===== config.mk =====
export PLATFORM = sky130hd
export DESIGN_NAME = reg_write_arbiter
export DESIGN_NICKNAME = d
export VERILOG_FILES = /design/src/rtl/reg_write_arbiter.sv
export SDC_FILE = /design/constraint.sdc
export NUM_CORES = 1
export LEC_CHECK = 0
export CAP_MARGIN = 25
export CORE_MARGIN = 2
export CORE_UTILIZATION = 38
export CTS_CLUSTER_SIZE = 16
export DETAILED_ROUTE_END_ITERATION = 16
export PLACE_DENSITY = 0.81
export RECOVER_POWER = 25
export REMOVE_ABC_BUFFERS = 1
export SLEW_MARGIN = 20
export SYNTH_ARGS = -nofsm -noshare
export SYNTH_HDL_FRONTEND = slang
export SYNTH_SLANG_ARGS = --single-unit

===== constraint.sdc =====
create_clock -name clk -period 2.13 [get_ports clk]
set_input_delay 0.3195 -clock clk [delete_from_list [all_inputs] [get_ports clk]]
set_output_delay 0.3195 -clock clk [all_outputs]
set_load 0.01 [all_outputs]

===== src/rtl/reg_write_arbiter.sv =====
// Round-robin req/gnt/ack arbiter sharing one enable-gated register among NUM_REQ writers.
// Optional REG_WRITE_ARB_LOCK_EN adds per-requester lock for back-to-back writes.
module reg_write_arbiter #(
  parameter int NUM_REQ = 4,
  parameter int DATA_W  = 8,
  parameter int ID_W    = $clog2(NUM_REQ)
) (
  input  logic                      clk,
  input  logic                      reset,
  input  logic [NUM_REQ-1:0]        req,
  input  logic [NUM_REQ*DATA_W-1:0] wdata,
`ifdef REG_WRITE_ARB_LOCK_EN
  input  logic [NUM_REQ-1:0]        lock,
`endif
  output logic [NUM_REQ-1:0]        gnt,
  output logic [NUM_REQ-1:0]        ack,
  output logic                      busy,
  output logic [DATA_W-1:0]         q,
  output logic [ID_W-1:0]           owner
);

  typedef enum logic [1:0] {IDLE, GRANT, ACK} state_t;

  state_t          state, state_nxt;
  logic [ID_W-1:0] sel, sel_nxt;
  logic [ID_W-1:0] last;
  logic [ID_W-1:0] pick;
  logic [ID_W-1:0] cand;
  logic            found;
  logic            wr_en;
  int              idx;

  // Search starts just after the last committed writer, wrapping around.
  always_comb begin
    pick  = last;
    found = 1'b0;
    idx   = 0;
    cand  = '0;
    for (int i = 1; i <= NUM_REQ; i++) begin
      idx  = (int'(last) + i) % NUM_REQ;
      cand = ID_W'(idx);
      if (!found && req[cand]) begin
        pick  = cand;
        found = 1'b1;
      end
    end
  end

  always_ff @(posedge clk or posedge reset) begin
    if (reset) state <= IDLE;
    else       state <= state_nxt;
  end

  always_comb begin
    state_nxt = state;
    sel_nxt   = sel;
    wr_en     = 1'b0;
    gnt       = '0;
    ack       = '0;
    busy      = (state != IDLE);
    case (state)
      IDLE: begin
        if (|req) begin
          sel_nxt   = pick;
          state_nxt = GRANT;
        end
      end
      GRANT: begin
        gnt[sel] = 1'b1;
        // A requester that drops req before commit aborts without writing.
        if (req[sel]) begin
          wr_en     = 1'b1;
          state_nxt = ACK;
        end else begin
          state_nxt = IDLE;
        end
      end
      ACK: begin
        ack[sel]  = 1'b1;
        state_nxt = IDLE;
`ifdef REG_WRITE_ARB_LOCK_EN
        if (lock[sel] && req[sel]) state_nxt = GRANT;
`endif
      end
      default: state_nxt = IDLE;
    endcase
  end

  always_ff @(posedge clk or posedge reset) begin
    if (reset) begin
      sel   <= '0;
      last  <= ID_W'(NUM_REQ - 1);
      q     <= '0;
      owner <= '0;
    end else begin
      sel <= sel_nxt;
      if (wr_en) begin
        q     <= wdata[sel*DATA_W +: DATA_W];
        owner <= sel;
        last  <= sel;
      end
    end
  end

endmodule


==> out/summary.txt <==
outcome -> finished, final reports clean
fin crit period -> 2.06 ns
synth-to-layout area growth -> 60.3%
Die Span X -> 56.4 um
num ports -> 57
Slew Viols, Final -> 0
PortBufs -> 56
Worst slew margin -> 0.614
Layout Nets -> 182
RSZ-0062 raised after global routing -> no
multiplexer share of the synthesized area -> 0.337
xor/xnor cell area share of the yosys netlist -> 0
Worst EP required -> 1.81 ns
Synth Register Bits -> 16
GRT overflow -> 0
DR DRC count -> 0
most frequent cells in the layout -> clkdlybuf4s50_1, dfrtp_1, mux2_4, nor2_1, mux4_2
DIE HEIGHT -> 56.4 um
CTS H-tree lvls -> 1
DRT Wirelength -> 2.70 mm
main area contributors after synthesis -> dfrtp_1, mux4_2, mux2_4
CP max stage cell -> clkdlybuf4s50_1
drt via density -> 5.35
Worst setup EP type -> primary output
worst hold slack -> 0.487 ns
clock latency on the worst-skew pair -> 0.29 ns
DP HPWL -> 2.17 mm
Avg Cell Area, Syn -> 12.6 um2
Reg clk slew, reported paths -> 0.09 ns
vias in the first global route -> 935
DR pass1 iterations -> 2
Cell Area, Synth -> 1040 um2
Initial Util -> 0.410
routed wire length per instance -> 15.7 um
GP Congestion -> 0.769
commonest non-fill, non-tap cell in the layout -> clkdlybuf4s50_1
Hold/Removal Path Class -> flop to flop
largest net degree at the start of global routing -> 17
dpl cells -> 167
Netlist cell types -> 26
Synth Area in Simple Gates -> 0.136
post-synth top area cell -> dfrtp_1
type of origin of the critical path -> flop
Peak VDD IR -> 0.000614 V
critical path arrival -> 1.74 ns
Synth Area in Adders -> 0
first-pass GRT wire length -> 4.29 mm
gate count of the mapped netlist -> 83
initial drt markers -> 10
final hold vios -> 0
Max Fclk -> 486 MHz
worst-path cell chain -> buf_8 -> nand3b_1 -> nor2_1 -> clkdlybuf4s50_1
max_cap viols -> 0
Tot GR Track Use -> 0.174
crit-path max FO -> 14
Crit Path Category -> flop to primary output
antenna violations before repair -> 0
layout cells sized above 1 -> 0.225
Yosys top cell area share -> 0.336
clk_skew -> 0.00445 ns
Pwr Density -> 1310 nW/um2
slowest stage delay, CP -> 0.56 ns
Fill cells -> 196
Total Neg Setup Slack -> 0 ns
num rows -> 18
antenna-violating nets left -> 0
Final Non-Filler Cells -> 172
Synthesis Warnings -> 0
Clock Sinks -> 16
die area -> 3180 um2
ratio of final minimum period to clock period -> 0.966
Core Area -> 2540 um2
Worst-Margin Slew -> 0.579 ns
Leak -> 0.694 nW
Num CTS Buffers -> 3
Setup Viol. Count Final -> 0
Root Buffer -> clkbuf_4
sequential share of the synthesized area -> 0.387
CTS Buffer Depth -> 2
Compound-Gate Fraction of Synth Area -> 0.0792
routed vias -> 921
final antenna diode count -> 0
hold buffer count at CTS -> 0
CTS tree -> done
largest family of logic cells by synthesized area -> multiplexers
## critical path: cells and delay by family (launching register included)
family | cells | cell delay (ns)
DFF | 1 | 0.38
buffers and inverters | 2 | 0.75
and+or+nand+nor | 2 | 0.33
## routing by layer
| layer | global-route usage | vias up | part of all wire |
|---|---|---|---|
| met2 | 0.292 | 48 | 0.45 |
| li1 | - | 426 | - |
| met1 | 0.196 | 442 | 0.42 |
| met3 | 0.0760 | 5 | 0.11 |
| met5 | 0 | - | 0 |
| met4 | 0.0612 | 0 | 0.013 |
## timing repair
item	4_1_cts	5_1_grt
buffers inserted	0	2
pin swaps	0	1
setup endpoints to repair	4	2
resized for setup	4	1
endpoints found under the hold margin	0	0
## registers in the layout, indices dropped and copies added, names as in the netlist
register	count
sel	2
q	8
last	2
state	2
owner	2
## kinds of logic (layout without fill, tap and decap cells)
| group | count (synthesis) | in the layout |
|---|---|---|
| muxes | 20 | 20 |
| AOI/OAI and AO/OA | 11 | 11 |
| DFF | 16 | 16 |
| and+or+nand+nor | 27 | 27 |
| buffers and inverters | 9 | 68 |
## stage by stage
step | total power, mW | util | worst slack, ns | instance area (um2)
floorplan | 1.41 | - | 0.192 | 993
global placement | 1.97 | 0.639 | 0.272 | 1630
detailed placement | 2.01 | 0.639 | 0.226 | 1630
CTS | 2.17 | 0.649 | 0.0259 | 1650
global route | 2.33 | 0.656 | 0.00125 | 1670
finish | 2.19 | 0.656 | 0.0714 | 1670
## cells in the mapped netlist
library cell,instances
dfrtp_1,14
mux2_4,10
nor2_1,10
mux4_2,8
buf_6,4
inv_1,4
nand2_1,4
nand2b_1,4
a21o_1,3
a21oi_1,3
dfstp_2,2
nand3b_1,2
nor3b_1,2
a31oi_1,1
a32oi_1,1
and2_1,1
clkbuf_1,1
mux2_2,1
mux2i_1,1
nand3_1,1
nor2b_1,1
o21ai_0,1
o2bb2ai_2,1
o32a_1,1
or3b_2,1
or4_1,1
## power by group
part	switching (mW)	total, mW	leakage, nW	internal, mW
logic	0.521	1.40	0.496	0.879
clock network	0.0899	0.156	0.0138	0.0658
registers	0.153	0.635	0.184	0.482
total	0.764	2.19	0.694	1.43
## final timing paths
path                             to  cells after the start  slack [ns]  startpoint
max in group asynchronous    sel[1]                      2        1.19       reset
min reg2reg                owner[0]                      1        0.49    owner[0]
min                        owner[0]                      1        0.49    owner[0]
max reg2reg                    q[7]                      6        0.43      sel[0]
max                          gnt[3]                      4        0.07      sel[0]
min in group asynchronous    sel[0]                      2        0.52       reset
## area by class of cell
type / instances / area, um2 / area share
sequential: 16 / 404 / 0.242
timing repair buffer: 61 / 616 / 0.369
multi-input combinational: 58 / 576 / 0.345
clock buffer: 3 / 22.5 / 0.0135
tap: 30 / 37.5 / 0.0225
inverter: 4 / 15.0 / 0.00899
No activity file was read; power rests on OpenSTA's default activity.
